File: config.mk
export PLATFORM = sky130hd
export DESIGN_NAME = bit_serial_regfile
export DESIGN_NICKNAME = d
export VERILOG_FILES = /design/src/rtl/bit_serial_regfile.sv
export SDC_FILE = /design/constraint.sdc
export NUM_CORES = 1
export LEC_CHECK = 0
export CAP_MARGIN = 10
export CORE_MARGIN = 2
export CORE_UTILIZATION = 50
export DETAILED_ROUTE_END_ITERATION = 8
export PLACE_DENSITY = 0.75
export SYNTH_ARGS = -nofsm -noshare
export SYNTH_HDL_FRONTEND = slang
export SYNTH_SLANG_ARGS = --single-unit
File: constraint.sdc
create_clock -name i_clk -period 4.83 [get_ports i_clk]
set_clock_uncertainty 0.05 [all_clocks]
set_input_delay 0.7245 -clock i_clk [delete_from_list [all_inputs] [get_ports i_clk]]
set_output_delay 0.7245 -clock i_clk [all_outputs]
set_load 0.01 [all_outputs]
File: src/rtl/bit_serial_regfile.sv
// Bit-serial register file: streams two sources LSB-first over a WIDTH-cycle
// word operation and shifts one serial result bit per cycle into a destination.
module bit_serial_regfile #(
  parameter int WIDTH     = 8,
  parameter int DEPTH     = 4,
  parameter int ADDR_W    = $clog2(DEPTH),
  parameter int DISP_ADDR = 0
) (
  input  logic              i_clk,
  input  logic              i_rst_n,
  input  logic              i_start,
  input  logic [ADDR_W-1:0] i_rs_addr,
  input  logic [ADDR_W-1:0] i_rt_addr,
  input  logic [ADDR_W-1:0] i_rd_addr,
  input  logic              i_wr_en,
  input  logic              i_data_in,
  input  logic              i_load,
  input  logic [ADDR_W-1:0] i_load_addr,
  input  logic [WIDTH-1:0]  i_load_data,
  output logic              o_rs_bit,
  output logic              o_rt_bit,
  output logic              o_busy,
  output logic              o_done,
  output logic [WIDTH-1:0]  o_data_display
);

  localparam int CNT_W = $clog2(WIDTH);

  typedef enum logic [1:0] {IDLE, SHIFT, DONE} state_e;

  state_e             state_q;
  logic [CNT_W-1:0]   cnt_q;
  logic [ADDR_W-1:0]  rs_q, rt_q, rd_q;
  logic               wen_q;
  logic [WIDTH-1:0]   regs_q [DEPTH];
  logic [WIDTH-1:0]   regs_d [DEPTH];

  // The destination write is applied last so it overrides a source rotation
  // on the same register; rs==rt simply rotates the same value once.
  always_comb begin
    regs_d = regs_q;
    if (state_q == SHIFT) begin
      regs_d[rs_q] = {regs_q[rs_q][0], regs_q[rs_q][WIDTH-1:1]};
      regs_d[rt_q] = {regs_q[rt_q][0], regs_q[rt_q][WIDTH-1:1]};
      if (wen_q) begin
        regs_d[rd_q] = {i_data_in, regs_q[rd_q][WIDTH-1:1]};
      end
    end else if (i_load) begin
      regs_d[i_load_addr] = i_load_data;
    end
  end

  always_ff @(posedge i_clk or negedge i_rst_n) begin
    if (!i_rst_n) begin
      state_q <= IDLE;
      cnt_q   <= '0;
      rs_q    <= '0;
      rt_q    <= '0;
      rd_q    <= '0;
      wen_q   <= 1'b0;
      for (int i = 0; i < DEPTH; i++) begin
        regs_q[i] <= '0;
      end
    end else begin
      regs_q <= regs_d;
      case (state_q)
        IDLE, DONE: begin
          state_q <= IDLE;
          if (i_start && !i_load) begin
            rs_q    <= i_rs_addr;
            rt_q    <= i_rt_addr;
            rd_q    <= i_rd_addr;
            wen_q   <= i_wr_en;
            cnt_q   <= '0;
            state_q <= SHIFT;
          end
        end
        SHIFT: begin
          cnt_q <= cnt_q + CNT_W'(1);
          if (cnt_q == CNT_W'(WIDTH - 1)) begin
            state_q <= DONE;
          end
        end
        default: state_q <= IDLE;
      endcase
    end
  end

  assign o_rs_bit       = regs_q[rs_q][0];
  assign o_rt_bit       = regs_q[rt_q][0];
  assign o_busy         = (state_q == SHIFT);
  assign o_done         = (state_q == DONE);
  assign o_data_display = regs_q[ADDR_W'(DISP_ADDR)];

endmodule

==> impl_metrics.json, run 1 <==
{
  "status": "completed",
  "place_congestion": 0.7997,
  "cp-end-kind": "primary output",
  "clkLatencyLatePin_ns": 0.30,
  "grt_overflow": 0,
  "synth_top_family_by_area": "compound AO/OA/AOI/OAI gates",
  "nets": 261,
  "finalHoldViolCount": 0,
  "slew_headroom_pct": 34.71,
  "drtIter0Drc": 144,
  "fin_setup_tns_ns": 0,
  "fin_total_pwr_mw": 1.808,
  "dp_hpwl_um": 3416,
  "grt_first_pass_wirelength_um": 7859,
  "post-route-min-period_ns": 2.568,
  "critPathBufInv": 2,
  "cts_buffer_depth": 2,
  "root_buffer": "clkbuf_8",
  "initial_core_util_pct": 51.91,
  "required_ns": 4.06,
  "synth-async-reset-ratio_pct": 100.0,
  "drive_above_1_share_pct": 12.61,
  "slew_viol_final": 0,
  "ys_top_cells_by_area": "dfrtp_1 48%, a221oi_1 5.4%, o22a_1 5.4%",
  "antenna_left": 0,
  "crit_chain": "nand2b_4 -> inv_2 -> clkdlybuf4s50_1",
  "port_buffers": 33,
  "fill_cells": 361,
  "synth.most_common_cell": "dfrtp_1",
  "track_usage_pct": 20.07,
  "ir_drop_mv": 0.3333,
  "cp_data_arrival_time_ns": 1.79,
  "post_drt_wl_per_cell_um": 16.44,
  "hold_class": "register to register",
  "vias": 1707,
  "synthMuxAreaShare_pct": 7.642,
  "synth.avg_cell_area_um2": 10.89,
  "dr.pass1.iters": 4,
  "hold_slack_ns": 0.4508,
  "htreeDepth": 2,
  "via_per_inst": 5.886,
  "synth_edf_count": 0,
  "stdcell_area_um2": 2685,
  "cpPeakStageDelay_ns": 0.60,
  "cts_sinks": 44,
  "crit_fanout": 17,
  "ys_types": 43,
  "synthAdderAreaFrac_pct": 1.100,
  "post-place-ws_ns": 2.338,
  "synth_commonest_cells": "44 x dfrtp_1, 19 x nor2_1, 17 x inv_1, 15 x o21a_1",
  "synth_xor_area_share_pct": 0,
  "max-cap-violations": 0,
  "die_h_um": 71.47,
  "worst_pin_slew_ns": 0.9793,
  "post-route-drc-count": 0,
  "cts_tree": "done",
  "netlist.area_leader.share_pct": 48.38,
  "grt_max_degree": 45,
  "synth_compound_area_share_pct": 24.46,
  "synth_area_um2": 2276,
  "ys_warn_count": 0,
  "antenna_cells": 0,
  "syn_inst": 209,
  "synth_top_area_cell": "dfrtp_1",
  "final_core_util_pct": 61.24,
  "p_leak_nw": 1.111,
  "crit_path_start_kind": "register",
  "seq_area_frac_synth_pct": 48.38,
  "die_w_um": 71.47,
  "core_region_area_um2": 4384,
  "worst_slack_ns": 2.262,
  "synth_top_flop_cell": "dfrtp_1",
  "clk_pin_slew_ns": 0.08,
  "setup_viol": 0,
  "grt_pass1_vias": 1557,
  "critPathKind": "register to primary output",
  "rsz0062_at_grt": "false",
  "row_count": 24,
  "antenna_found_initial": 0,
  "cpMaxStageDelayCell": "clkdlybuf4s50_1",
  "post_cts_buffers": 0,
  "area_growth_pct": 17.98,
  "cts_buffers": 5,
  "yosys_register_bits": 44,
  "placed_area_um2": 2587,
  "yosys.area_share.simple_pct": 11.65,
  "p_per_area_nw_per_um2": 673.3,
  "wirelength_um": 4769,
  "holdBufCountCts": 0,
  "crit_family": "buffers and inverters",
  "dieArea_um2": 5107,
  "fin_crit_sh_pct": 53.17,
  "io_pins": 34,
  "numPlacedInstances": 282,
  "fmaxAchievable_mhz": 389.4,
  "layout.cells.non_filler": 290,
  "syn_nets": 233,
  "cts_resized": 0
}
==> worst paths after layout <==
check | start | to | slack (ns) | cells past startpoint
hold reg to reg | regs_q[22] | regs_q[22] | 0.45 | 1
hold / removal | regs_q[22] | regs_q[22] | 0.45 | 1
min in group asynchronous | i_rst_n | rd_q[0] | 0.53 | 1
max in group asynchronous | i_rst_n | regs_q[7] | 3.60 | 1
setup reg to reg | state_q[0] | regs_q[5] | 2.92 | 5
setup / recovery | state_q[1] | o_busy | 2.26 | 3
==> layout make-up <==
class	instances	area (um^2)	share of cell area [%]
multi-input cells	134	1021	38.02
inverters	18	67.56	2.516
repair buffers	34	332.8	12.40
flip-flops and latches	44	1101	41.01
well taps	52	65.06	2.423
clock inverters	2	15.01	0.5592
clock buffers	6	82.58	3.075
==> kinds of logic after synthesis <==
group	count (synthesis)
AO/OA/AOI/OAI	67
adder cells (fa/ha/maj)	2
buffers and inverters	31
flip-flops	44
multiplexers	14
AND/OR/NAND/NOR	51
==> registers in the layout, summed over array words and instances (netlist names) <==
| name | cells |
|---|---|
| regs_q | 24 |
| o_data_display | 8 |
| cnt_q | 3 |
| rd_q | 2 |
| rs_q | 2 |
| rt_q | 2 |
| state_q | 2 |
| wen_q | 1 |
==> layer usage <==
metal,GRT usage [%],routed length [um],vias to the layer above
met5,0,0,-
met4,5.660,53,0
met3,4.782,191,4
met2,30.45,2234,37
met1,29.01,2290,855
li1,-,-,811
==> placed cells by master (no fill, tap or decap), types with 3 or more instances in the layout <==
cell,instances
o21ai_0,7
nor3_1,3
nand3_1,4
clkbuf_8,6
mux2i_1,5
dfrtp_1,44
o21a_1,15
clkdlybuf4s50_1,32
a221oi_1,14
mux2_2,7
inv_1,17
o21bai_1,3
nor2_1,19
nor2b_1,3
o22a_1,14
nand2_1,8
a21oi_1,3
==> report_power, final <==
group | total, mW | leakage, nW | internal (mW) | switching [mW]
clock network | 0.248 | 0.0434 | 0.116 | 0.132
logic | 0.887 | 0.582 | 0.447 | 0.440
registers | 0.673 | 0.485 | 0.544 | 0.129
total | 1.81 | 1.11 | 1.11 | 0.701
==> worst register-to-register path, stage by stage (launching register included) <==
cell	delay, ns
dfrtp_1	0.43
nand2b_4	0.21
inv_2	0.19
or3_1	0.55
o22a_1	0.26
o21a_1	0.11
No activity file was read; power rests on OpenSTA's default activity.
==> run 2, diff against run 1 <==
==> constraint.sdc (replaced) <==
create_clock -name i_clk -period 2.54 [get_ports i_clk]
set_clock_uncertainty 0.05 [all_clocks]
set_input_delay 0.381 -clock i_clk [delete_from_list [all_inputs] [get_ports i_clk]]
set_output_delay 0.381 -clock i_clk [all_outputs]
set_load 0.01 [all_outputs]
==> run 2 against run 1 <==
Combinational power grew 89%. Utilization shrank 0.11 points. Final area shrank 0.19%. Sequential power grew 90%. Sequential cell count is the same. Sequential share of layout area grew 0.077 points. Critical endpoint unchanged.
==> impl_metrics.json, run 2 (synthesis results as in run 1) <==
{
  "grt_pass1_vias": 1618,
  "stdcell_area_um2": 2680,
  "nets": 261,
  "die_w_um": 71.47,
  "fin_crit_sh_pct": 87.52,
  "core_region_area_um2": 4384,
  "root_buffer": "clkbuf_8",
  "wl_met3_um": 283,
  "post-route-min-period_ns": 2.223,
  "p_leak_nw": 1.118,
  "reg2reg_slack_ns": 0.68,
  "required_ns": 2.11,
  "place_congestion": 0.7884,
  "cpMaxStageDelayCell": "clkdlybuf4s50_1",
  "cts_resized": 0,
  "layout_common_cells": "44 x dfrtp_1, 32 x clkdlybuf4s50_1, 19 x nor2_1, 17 x inv_1, 15 x o21a_1",
  "antenna_left": 0,
  "dr.pass1.iters": 4,
  "initial_core_util_pct": 51.91,
  "reg2reg_depth": 5,
  "holdBufCountCts": 0,
  "ir_drop_mv": 0.5459,
  "worst_slack_ns": 0.3170,
  "cts_buffers": 5,
  "grt_max_degree": 45,
  "grt_overflow": 0,
  "row_count": 24,
  "fmaxAchievable_mhz": 449.8,
  "fin_setup_tns_ns": 0,
  "antenna_found_initial": 0,
  "htreeDepth": 2,
  "crit_fanout": 17,
  "post-route-drc-count": 0,
  "final_core_util_pct": 61.13,
  "setup_viol": 0,
  "via_per_inst": 5.814,
  "dieArea_um2": 5107,
  "top_layer": "met4",
  "cpPeakStageDelay_ns": 0.60,
  "post_drt_wl_per_cell_um": 16.26,
  "clk_pin_slew_ns": 0.08,
  "grt_first_pass_wirelength_um": 7866,
  "worstReg2RegEnd": "regs_q[3]",
  "wirelength_um": 4716,
  "hold_class": "primary input to async pin",
  "track_usage_pct": 20.10,
  "slew_headroom_pct": 36.90,
  "dr_wl_met2_um": 2178,
  "r2r_start": "state_q[0]",
  "placed_area_um2": 2587,
  "crit_chain": "nand2b_4 -> inv_2 -> clkdlybuf4s50_1",
  "area_growth_pct": 17.76,
  "dp_hpwl_um": 3332,
  "slew_viol_final": 0,
  "cp_data_arrival_time_ns": 1.79,
  "largest_register": "regs_q",
  "rsz0062_at_grt": "false",
  "crit_path_start_kind": "register",
  "clkLatencyLatePin_ns": 0.30,
  "status": "completed",
  "die_h_um": 71.47,
  "cts_buffer_depth": 2,
  "port_buffers": 33,
  "fill_cells": 377,
  "antenna_cells": 0,
  "multi_input_area_um2": 1021,
  "drive_above_1_share_pct": 12.61,
  "cts_tree": "done",
  "drtIter0Drc": 142,
  "regArea_um2": 1101,
  "finalHoldViolCount": 0,
  "post-place-ws_ns": 0.4156,
  "hold_slack_ns": 0.1703,
  "m1WireLength_um": 2201,
  "max-cap-violations": 0,
  "worst_pin_slew_ns": 0.9465,
  "critPathKind": "register to primary output",
  "vias": 1686,
  "final_common_cell": "dfrtp_1",
  "post_cts_buffers": 0,
  "p_per_area_nw_per_um2": 1275,
  "cts_sinks": 44,
  "io_pins": 34,
  "largest_reg_flops": 24,
  "cp-end-kind": "primary output"
}
-- run 2: worst max path at each step --
stage | startpoint | end
after floorplan | state_q[0] | regs_q[6]
after global placement | i_load_addr[0] | regs_q[3]
after detailed placement | i_load_addr[0] | regs_q[3]
after CTS | state_q[1] | o_busy
after global routing | state_q[1] | o_busy
final | state_q[1] | o_busy
-- run 2: layout make-up --
cell class              instances  area share, %
inverters                      18          2.521
multi-input cells             134          38.10
clock inverters                 2         0.3735
flip-flops and latches         44          41.08
clock buffers                   6          3.081
repair buffers                 34          12.42
well taps                      52          2.428
-- run 2: through the flow --
step / power, mW / instances
finish: 3.418 / 290
global route: 3.665 / 290
CTS: 3.432 / 290
detailed placement: 2.966 / 282
global placement: 2.921 / 282
floorplan: 2.550 / 209
-- run 2: per-layer routing --
metal / global-route usage, % / up-vias
li1: - / 811
met1: 27.96 / 824
met2: 30.56 / 46
met3: 5.204 / 5
met4: 7.338 / 0
met5: 0 / -
-- run 2: power breakdown --
part	internal, mW	switching, mW	total, mW
sequential	1.03	0.242	1.28
clock	0.217	0.240	0.457
combinational	0.850	0.834	1.68
total	2.10	1.32	3.42
-- run 2: critical path: cells and delay by family, from the launching register on --
kind	cells	cell delay, ns
buffers and inverters	2	0.88
AND/OR/NAND/NOR	1	0.23
flip-flops	1	0.38
==> run 3, diff against run 2 <==
--- a/config.mk
+++ b/config.mk
@@ -6,6 +6,7 @@
 export NUM_CORES = 1
 export LEC_CHECK = 0
 export CAP_MARGIN = 10
+export CORE_ASPECT_RATIO = 0.9
 export CORE_MARGIN = 2
 export CORE_UTILIZATION = 50
 export DETAILED_ROUTE_END_ITERATION = 8
@@ -13,3 +14,4 @@
 export SYNTH_ARGS = -nofsm -noshare
 export SYNTH_HDL_FRONTEND = slang
 export SYNTH_SLANG_ARGS = --single-unit
+export TNS_END_PERCENT = 30
==> run 3 against run 2 <==
Sequential power barely moved. Largest power group unchanged. Total power up 2.7%. Via count up 0.30%.
==> impl_metrics.json, run 3 (synthesis results as in run 1) <==
{
  "status": "completed",
  "cts_sinks": 44,
  "critPathBufInv": 2,
  "final_common_cell": "dfrtp_1",
  "antenna_cells": 0,
  "cts_tree": "done",
  "fin_crit_sh_pct": 87.56,
  "row_count": 23,
  "slew_viol_final": 0,
  "p_comb_share_pct": 47.5,
  "p_switching_mw": 1.304,
  "cpMaxStageDelayCell": "clkdlybuf4s50_1",
  "grt_max_degree": 45,
  "cpPeakStageDelay_ns": 0.60,
  "slew_headroom_pct": 34.81,
  "largest_register": "regs_q",
  "clkLatencyLatePin_ns": 0.30,
  "dr.pass1.iters": 5,
  "seq_power_share_pct": 36.4,
  "vias": 1691,
  "antenna_found_initial": 0,
  "final_core_util_pct": 61.81,
  "ir_drop_mv": 0.7681,
  "fill_cells": 378,
  "cp_data_arrival_time_ns": 1.79,
  "area_growth_pct": 19.57,
  "via_per_inst": 5.637,
  "p_per_area_nw_per_um2": 1290,
  "finalHoldViolCount": 0,
  "grt_overflow": 0,
  "grt_first_pass_wirelength_um": 7590,
  "largest_reg_flops": 24,
  "worst_pin_slew_ns": 0.9778,
  "reg2reg_slack_ns": 0.66,
  "required_ns": 2.11,
  "place_congestion": 0.8391,
  "io_pins": 34,
  "clock_power_share_pct": 16.1,
  "post-route-min-period_ns": 2.224,
  "wirelength_um": 4611,
  "crit_chain": "nand2b_4 -> inv_2 -> clkdlybuf4s50_1",
  "antenna_left": 0,
  "holdBufCountCts": 0,
  "port_buffers": 33,
  "grt_pass1_vias": 1569,
  "fin_setup_tns_ns": 0,
  "die_w_um": 75.12,
  "dieArea_um2": 5108,
  "reg2reg_depth": 5,
  "nets": 261,
  "drive_above_1_share_pct": 12.61,
  "htreeDepth": 2,
  "intPower_mw": 2.206,
  "crit_fanout": 17,
  "post-route-drc-count": 0,
  "setup_viol": 0,
  "r2r_start": "state_q[0]",
  "cts_buffers": 5,
  "dp_hpwl_um": 3321,
  "die_h_um": 68.01,
  "switching_share_pct": 37.15,
  "initial_core_util_pct": 51.69,
  "fmaxAchievable_mhz": 449.6,
  "p_leak_nw": 1.128,
  "worstReg2RegEnd": "regs_q[3]",
  "cts_buffer_depth": 2,
  "hold_class": "primary input to async pin",
  "crit_path_start_kind": "register",
  "drtIter0Drc": 149,
  "root_buffer": "clkbuf_8",
  "max-cap-violations": 0,
  "post_drt_wl_per_cell_um": 15.37,
  "post_cts_buffers": 0,
  "crit_start": "state_q[1]",
  "track_usage_pct": 19.99,
  "layout_common_cells": "44 x dfrtp_1, 32 x clkdlybuf4s50_1, 19 x nor2_1, 17 x inv_1, 15 x o21a_1",
  "crit_family": "buffers and inverters",
  "clk_pin_slew_ns": 0.09,
  "cts_resized": 0,
  "critPathKind": "register to primary output",
  "core_region_area_um2": 4403,
  "cp-end-kind": "primary output",
  "rsz0062_at_grt": "false"
}
-- run 3: cell type report --
| class | instances | area [um^2] | share of cell area (%) |
|---|---|---|---|
| timing repair buffer | 34 | 332.8 | 12.23 |
| sequential | 44 | 1101 | 40.46 |
| multi-input combinational | 134 | 1021 | 37.52 |
| inverter | 18 | 67.56 | 2.483 |
| tap | 62 | 77.57 | 2.851 |
| clock inverter | 2 | 38.79 | 1.425 |
| clock buffer | 6 | 82.58 | 3.034 |
-- run 3: worst max-delay path by stage --
stage	endpoint	slack [ns]	cells past startpoint
floorplan	regs_q[6]	1.01	6
global placement	regs_q[0]	0.45	5
detailed placement	regs_q[3]	0.41	5
CTS	o_busy	0.31	3
global route	o_busy	0.24	3
finish	o_busy	0.32	3
-- run 3: per-layer routing --
metal,track usage [%],up-vias,wire length [um],part of all wire (%)
met3,4.271,2,229,5.0
met4,5.357,0,11,0.24
li1,-,816,-,-
met2,30.92,47,2080,45
met5,0,-,0,0
met1,28.57,826,2289,50
-- run 3: power groups by stage --
stage	logic, mW	registers (mW)	clock network, mW
finish	1.67	1.28	0.565
global route	1.86	1.33	0.604
CTS	1.68	1.28	0.573
detailed placement	1.67	1.29	0
global placement	1.64	1.28	0
floorplan	1.33	1.22	0
-- run 3: stage by stage --
step | hold WS [ns] | instance area (um^2) | cells | worst slack [ns] | power (mW)
2_1_floorplan | 0.03541 | 2276 | 209 | 1.015 | 2.550
3_3_place_gp | 0.4286 | 2600 | 292 | 0.4454 | 2.915
3_5_place_dp | 0.4347 | 2600 | 292 | 0.4086 | 2.958
4_1_cts | 0.2142 | 2721 | 300 | 0.3148 | 3.527
5_1_grt | 0.2574 | 2721 | 300 | 0.2382 | 3.795
6_report | 0.1849 | 2721 | 300 | 0.3159 | 3.511
